### config.mk
export PLATFORM = sky130hd
export DESIGN_NAME = tate_result_serializer_flat
export DESIGN_NICKNAME = d
export VERILOG_FILES = /design/src/rtl/tate_result_serializer_if.sv /design/src/rtl/tate_result_serializer.sv /design/src/flat_wrapper.sv
export SDC_FILE = /design/constraint.sdc
export NUM_CORES = 1
export LEC_CHECK = 0
export CAP_MARGIN = 20
export CORE_AREA = 2 2 465 467
export CTS_CLUSTER_SIZE = 25
export DETAILED_ROUTE_END_ITERATION = 7
export DIE_AREA = 0 0 467 469
export SYNTH_ARGS = -nofsm -noshare
export SYNTH_HDL_FRONTEND = slang
export SYNTH_SLANG_ARGS = --single-unit
### constraint.sdc
create_clock -name clk -period 127.8 [get_ports clk]
set_input_delay 12.78 -clock clk [delete_from_list [all_inputs] [get_ports clk]]
set_output_delay 12.78 -clock clk [all_outputs]
set_load 0.1 [all_outputs]
### src/rtl/tate_result_serializer_if.sv
// Word-stream handshake between the result serializer and a narrow host/bus port.
// The master drives data, valid and last; the slave returns ready.
interface tate_result_serializer_if #(
    parameter int DW = 32
);
    logic          tx_valid;
    logic          tx_ready;
    logic [DW-1:0] tx_data;
    logic          tx_last;

    modport master (output tx_valid, output tx_data, output tx_last, input tx_ready);
    modport slave  (input tx_valid, input tx_data, input tx_last, output tx_ready);
endinterface

### src/rtl/tate_result_serializer.sv
// Captures the 1164-bit tate_pairing result on a done rise and streams it LSB word first, 1 clk to first valid;
// a stalled word holds while tx_ready is low. TATE_SER_CHECKSUM_EN appends an XOR checksum word.
module tate_result_serializer #(
    parameter int DW = 32
) (
    input  logic                             clk,
    input  logic                             reset,
    input  logic                             done_in,
    input  logic [1163:0]                    res_in,
    tate_result_serializer_if.master         tx,
    output logic                             busy,
    output logic                             overrun,
    input  logic                             clr_overrun
);
    localparam int RW = 1164;
    localparam int NW = (RW + DW - 1) / DW;
    localparam int IW = (NW > 1) ? $clog2(NW) : 1;
    localparam int PW = NW * DW;
    localparam int OW = $clog2(PW);

    localparam logic [1:0] S_IDLE = 2'd0;
    localparam logic [1:0] S_SEND = 2'd1;
`ifdef TATE_SER_CHECKSUM_EN
    localparam logic [1:0] S_CSUM = 2'd2;
`endif

    logic [1:0]    state_q, state_d;
    logic [IW-1:0] idx_q, idx_d;
    logic          done_d_q;
    logic          overrun_q, overrun_d;
    logic [RW-1:0] shadow_q, shadow_d;
`ifdef TATE_SER_CHECKSUM_EN
    logic [DW-1:0] csum_q, csum_d;
`endif

    logic [PW-1:0] shadow_pad;
    logic [OW-1:0] bit_off;
    logic [DW-1:0] word;
    logic          rise;
    logic          fire;
    logic          last_idx;

    assign rise       = done_in & ~done_d_q;
    // Zero-extending the shadow makes the bits above the result read as 0 in the final word.
    assign shadow_pad = PW'(shadow_q);
    assign bit_off    = OW'(idx_q) * OW'(DW);
    assign word       = shadow_pad[bit_off +: DW];
    assign last_idx   = (idx_q == IW'(NW - 1));
    assign fire       = tx.tx_valid & tx.tx_ready;

    assign tx.tx_valid = (state_q != S_IDLE);
    assign busy        = (state_q != S_IDLE);
    assign overrun     = overrun_q;

    always_comb begin
        tx.tx_data = '0;
        tx.tx_last = 1'b0;
        if (state_q == S_SEND) begin
            tx.tx_data = word;
`ifndef TATE_SER_CHECKSUM_EN
            tx.tx_last = last_idx;
`endif
        end
`ifdef TATE_SER_CHECKSUM_EN
        if (state_q == S_CSUM) begin
            tx.tx_data = csum_q;
            tx.tx_last = 1'b1;
        end
`endif
    end

    always_comb begin
        state_d   = state_q;
        idx_d     = idx_q;
        shadow_d  = shadow_q;
        overrun_d = overrun_q;
`ifdef TATE_SER_CHECKSUM_EN
        csum_d    = csum_q;
`endif
        case (state_q)
            S_IDLE: begin
                if (rise) begin
                    shadow_d = res_in;
                    idx_d    = '0;
                    state_d  = S_SEND;
`ifdef TATE_SER_CHECKSUM_EN
                    csum_d   = '0;
`endif
                end
            end
            S_SEND: begin
                if (fire) begin
`ifdef TATE_SER_CHECKSUM_EN
                    csum_d = csum_q ^ word;
`endif
                    if (last_idx) begin
                        idx_d = '0;
`ifdef TATE_SER_CHECKSUM_EN
                        state_d = S_CSUM;
`else
                        state_d = S_IDLE;
`endif
                    end else begin
                        idx_d = idx_q + 1'b1;
                    end
                end
            end
`ifdef TATE_SER_CHECKSUM_EN
            S_CSUM: begin
                if (fire) state_d = S_IDLE;
            end
`endif
            default: state_d = S_IDLE;
        endcase
        // A rise while a frame is in flight (including its final edge) is dropped; set beats clear.
        if (clr_overrun) overrun_d = 1'b0;
        if (rise && (state_q != S_IDLE)) overrun_d = 1'b1;
    end

    always_ff @(posedge clk or negedge reset) begin
        if (!reset) begin
            state_q   <= S_IDLE;
            idx_q     <= '0;
            done_d_q  <= 1'b0;
            overrun_q <= 1'b0;
`ifdef TATE_SER_CHECKSUM_EN
            csum_q    <= '0;
`endif
        end else begin
            state_q   <= state_d;
            idx_q     <= idx_d;
            done_d_q  <= done_in;
            overrun_q <= overrun_d;
`ifdef TATE_SER_CHECKSUM_EN
            csum_q    <= csum_d;
`endif
        end
    end

    // Shadow contents are only observable in SEND, so they need no reset.
    always_ff @(posedge clk) begin
        shadow_q <= shadow_d;
    end
endmodule

### src/flat_wrapper.sv
// flat-port wrapper written by rule: the top's interface ports become plain ports
module tate_result_serializer_flat 
#(
    parameter int DW = 32
)
  (clk, reset, done_in, res_in, busy, overrun, clr_overrun, tx_tx_valid, tx_tx_data, tx_tx_last, tx_tx_ready);
  tate_result_serializer_if #(.DW(DW)) tx_i ();
  input  logic clk;
  input  logic reset;
  input  logic done_in;
  input  logic [1163:0] res_in;
  output logic busy;
  output logic overrun;
  input  logic clr_overrun;
  output wire logic [$bits(tx_i.tx_valid)-1:0] tx_tx_valid;
  output wire logic [$bits(tx_i.tx_data)-1:0] tx_tx_data;
  output wire logic [$bits(tx_i.tx_last)-1:0] tx_tx_last;
  input wire logic [$bits(tx_i.tx_ready)-1:0] tx_tx_ready;
  assign tx_tx_valid = tx_i.tx_valid;
  assign tx_tx_data = tx_i.tx_data;
  assign tx_tx_last = tx_i.tx_last;
  assign tx_i.tx_ready = tx_tx_ready;
  tate_result_serializer #(.DW(DW)) u_core (.clk(clk), .reset(reset), .done_in(done_in), .res_in(res_in), .tx(tx_i), .busy(busy), .overrun(overrun), .clr_overrun(clr_overrun));
endmodule
-- Yosys cells after proc, flatten, opt, wreduce, memory -nomap -nowiden
Index checks and enable logic that the tools add are counted.
Widths: inputs -> output; s select.
- add/subtract/negate cells: 1
- eq/ne operators: 5
- shift operators: 1
- muxes and demuxes: 12
- bitwise logic cells: 3
- reduce and logical (&&, ||, !) cells: 8
- operator list (operator ; count):
    $shiftx 1184x12->32 ; 1
    $mux 32 ; 1
    $mux 6 ; 3
    $pmux 6 s2 ; 1
    $add 6x1->6 const B ; 1
    $eq 6x6->1 const B ; 1
    $mux 2 ; 3
    $ne 2x1->1 const B ; 3
    $reduce_and 3->1 ; 2
    $reduce_bool 2->1 ; 3
    $pmux 2 s2 ; 1
    $mux 1 ; 3
    $and 1x1->1 ; 2
    $eq 2x1->1 const B ; 1
    $logic_not 2->1 ; 1
    $reduce_and 2->1 ; 1
    $logic_and 1x1->1 ; 1
    $not 1->1 ; 1
- flip-flop bits (word level): 1174
- input bits: 1169
- output and inout port bits: 36
- word-level logic and storage cells: 35

-- Depth between registers and ports, before layout
- depth after elaboration: 4
- mapped depth: 12
- mapped depth without buffers: 7

-- Worst setup path before layout
No wires, ideal clock.
- path type: input port to flip-flop
- start: input port done_in
- end: register u_core.idx_q[1]
- library setup time: 3365 ps
- arrival time: 101112 ps
- slack: 23323 ps
- stages: 2
- path buffers: 0
- path through: nor3b_1 > o21ai_0
- word-level cells in the longest chain between the ends: 3
- ends and longest elaborated chain (element ; RTL line ; RTL):
    start: declaration ; flat_wrapper.sv:10 ; input logic done_in;
    $and 1x1->1 ; tate_result_serializer.sv:43 ; assign rise = done_in & ~done_d_q;
    $ne 2x1->1 (no line) ; - ;
    $reduce_and 3->1 (no line) ; - ;
    end signal: assignment ; tate_result_serializer.sv:131 ; idx_q <= idx_d;
    end: declaration ; tate_result_serializer.sv:28 ; logic [IW-1:0] idx_q, idx_d;
No other way between the ends.
A chain may end at the register's enable or synchronous reset.

-- Worst setup path in the final report
- start: register u_core.idx_q[0]
- end: output port tx_tx_data[27]
- word-level cells in the longest chain between the ends: 2
- ends and longest elaborated chain (element ; RTL line ; RTL):
    $shiftx 1184x12->32 ; tate_result_serializer.sv:47 ; assign word = shadow_pad[bit_off +: DW];
    $mux 32 ; tate_result_serializer.sv:58 ; if (state_q == S_SEND) begin
    end: declaration ; flat_wrapper.sv:16 ; output wire logic [$bits(tx_i.tx_data)-1:0] tx_tx_data;
No other way between the ends.

==> metrics.md <==
| Metric | Value |
|---|---|
| Final net count | 4378 |
| Maximum root-to-sink buffer count | 3 |
| Xor and xnor area share after synthesis | 0 |
| Worst-margin pin slew | 1.18 ns |
| Required @ worst endpoint | 115.02 ns |
| Leakage power | 20.5 nW |
| Largest family of logic cells by synthesized area | multiplexers |
| Die ar. | 219000 sq um |
| Mapped Avg Cell Area | 23.2 sq um |
| Run status | completed |
| Unique masters post-synth | 43 |
| Worst IR Drop VDD | 0.0000138 V |
| DRC viols | 0 |
| Final worst-path cycle share | 0.153 |
| Wire length of the first global-routing pass | 250000 um |
| Ports | 1205 |
| Synth area leader | edfxtp_1 |
| Post-CTS Resized | 0 |
| RSZ-0062 raised after global routing | no |
| Vias in the first global route | 27800 |
| Fin area | 64500 sq um |
| Worst path arrival time | 6.74 ns |
| HPWL after DPL | 152000 um |
| Placed Instance Area | 60100 sq um |
| Fillers | 20900 |
| Reg-to-reg setup timing slack | 123.20 ns |
| Post-route setup TNS | 0 ns |
| CTS sink count | 1173 |
| Worst Slack Setup Final | 108.28 ns |
| Setup violations, final | 0 |
| Simple-gate share of the synthesized area | 0.00973 |
| Mux share of post-synthesis cell area | 0.153 |
| Total GRT Usage | 0.171 |
| Sequential share of power | 0.372 |
| Max-cap violations | 0 |
| Sw Pwr | 0.417 mW |
| Worst setup EP type | output pin |
| Largest net degree at the start of global routing | 181 |
| Synth Flop Type | edfxtp_1 |
| Total CTS buffers | 137 |
| Clk_lat worst skew | 0.79 ns |
| Clk slew on worst S/H paths | 0.06 ns |
| Pre-CTS setup slack | 108.94 ns |
| Skew final | 0.0451 ns |
| Compound-Gate Fraction of Synth Area | 0.0332 |
| Synth-to-Final Area Change | 45.1% |
| F_max | 51.2 MHz |
| Int Pwr | 0.786 mW |
| Crit Path Max Fanout | 45 |
| Startpoint types | register |
| Mapped cell area | 44500 sq um |
| Slew Limit Headroom | 0.209 |
| Post-synth EDFFs | 1164 |
| Synth Area in Adders | 0.000562 |
| Yosys warnings | 0 |
| GP Congestion | 0.942 |
| Drt via density | 4.30 |
| Area contributors post-synth | edfxtp_1 79%, mux4_2 14%, mux2i_1 1.3%, a22oi_1 0.96%, a22o_1 0.85% |
| Input/output buffers | 1204 |
| Hold buffers post-CTS | 0 |
| Syn nets | 3088 |
| DIE HEIGHT | 469 um |
| Synth Register Bits | 1173 |
| Post-synthesis sequential area ratio | 0.791 |
| Synth Instances | 1917 |
| Vias | 26500 |
| Synth async-reset ratio | 0.00767 |
| DIE WIDTH | 467 um |
| Post-route ant nets | 0 |
| H-tree Lvls | 4 |
| Antenna violations before repair | 90 |
| Core Area | 214000 sq um |
| Most frequent cells in the layout | 1193 x clkdlybuf4s50_1, 1164 x edfxtp_1, 274 x mux4_2, 138 x clkbuf_16 |
| Sw frac | 0.347 |
| Pwr/cell area | 18.6 nW/um^2 |
| Type of the worst setup path | register to output pin |
| Clock power frac | 0.316 |
| Root buffer cell | clkbuf_16 |
| Commonest non-fill, non-tap cell in the layout | clkdlybuf4s50_1 |
| Setup bufs post-CTS | 0 |
| Starting Density | 0.208 |
| Total grt overflow | 0 |
| WL/cell | 31.5 um |
| TritonRoute pass-1 iters | 6 |
| Final Hold Slack | 0.547 ns |
| Num rows | 170 |
| Min Tclk post-route | 19.52 ns |
| Share of the synthesized area in the top cell type | 0.786 |
| Min-delay worst type | register to register |
| Final wirelength | 195000 um |
| Gate power share | 0.312 |
| TritonCTS clock tree | done |
| Final Hold Fails | 0 |
| Share of layout cells above drive strength 1 | 0.170 |
| Initial DRC Count | 2449 |
| Slew Viols, Final | 0 |
-- final cells by class --
| type | count | area (sq um) | share of cell area |
|---|---|---|---|
| clock inverter | 88 | 778 | 0.0121 |
| timing repair buffer | 1259 | 12600 | 0.195 |
| multi-input combinational | 628 | 8810 | 0.136 |
| antenna | 28 | 70.1 | 0.00109 |
| inverter | 8 | 30.0 | 0.000465 |
| sequential | 1173 | 35200 | 0.545 |
| clock buffer | 155 | 3520 | 0.0545 |
| tap | 2838 | 3550 | 0.0550 |
-- path summary, 6_finish.rpt --
kind                       cells after the start                              to                          start
max                                            9                  tx_tx_data[27]    u_core.idx_q[0]$_DFFE_PN0P_
min                                            2      u_core.overrun$_DFFE_PN0P_     u_core.overrun$_DFFE_PN0P_
max reg2reg                                    6  u_core.shadow_q[757]$_DFFE_PP_  u_core.state_q[0]$_DFFE_PN0P_
min reg2reg                                    2      u_core.overrun$_DFFE_PN0P_     u_core.overrun$_DFFE_PN0P_
max in group asynchronous                      1     u_core.idx_q[3]$_DFFE_PN0P_                          reset
min in group asynchronous                      1     u_core.idx_q[4]$_DFFE_PN0P_                          reset
-- metal layers --
layer  global-route usage  vias to the layer above  wire length, um
met1                0.202                    13800            74300
met4               0.0578                       58             6140
met3               0.0584                      325            18200
met2                0.290                     1469            95700
li1                     -                    10900                -
met5                    0                        -              374
-- synthesized netlist by cell type (11+ instances only) --
| library cell | number |
|---|---|
| buf_4 | 13 |
| a22o_1 | 43 |
| o221ai_1 | 14 |
| edfxtp_1 | 1164 |
| mux2i_1 | 57 |
| o22ai_1 | 11 |
| a211oi_1 | 15 |
| clkbuf_1 | 52 |
| buf_2 | 30 |
| a22oi_1 | 57 |
| mux4_2 | 274 |
| nand2_1 | 32 |
| o21ai_0 | 11 |
| a21oi_1 | 32 |
| nand3_1 | 21 |
-- power by group through the flow --
stage	Combinational (mW)	Sequential (mW)	Clock, mW
after floorplan	0.214	0.481	0
after global placement	0.376	0.456	0
after detailed placement	0.385	0.456	0
after CTS	0.386	0.448	0.391
after global routing	0.392	0.449	0.404
final	0.376	0.448	0.380
-- logic make-up (layout without fill, tap and decap cells) --
family                     count (synthesis)  after routing
and+or+nand+nor                           88             88
AOI/OAI and AO/OA                        201            201
DFF                                     1173           1173
other                                      0             28
buffers and inverters                    116           1510
muxes                                    337            337
adders and majority gates                  2              2
-- critical path: stages (launching register included) --
cell	delay (ns)
dfrtp_4	0.86
buf_4	0.76
buf_4	0.77
buf_4	0.58
mux2i_1	0.15
o221ai_1	0.21
a21oi_1	0.12
a21oi_1	0.87
a22o_1	0.29
clkdlybuf4s50_1	1.15
-- registers in the layout, indices dropped and copies added (netlist names) --
register         count
u_core.overrun       1
u_core.shadow_q   1164
u_core.done_d_q      1
u_core.idx_q         6
u_core.state_q       1
-- stage by stage --
step / instances / total power [mW] / utilization
final: 6177 / 1.20 / 0.302
after global routing: 6159 / 1.25 / 0.302
after CTS: 6147 / 1.23 / 0.301
after detailed placement: 5904 / 0.842 / 0.281
after global placement: 5900 / 0.832 / 0.281
after floorplan: 1917 / 0.695 / -
No activity file was read; power rests on OpenSTA's default activity.
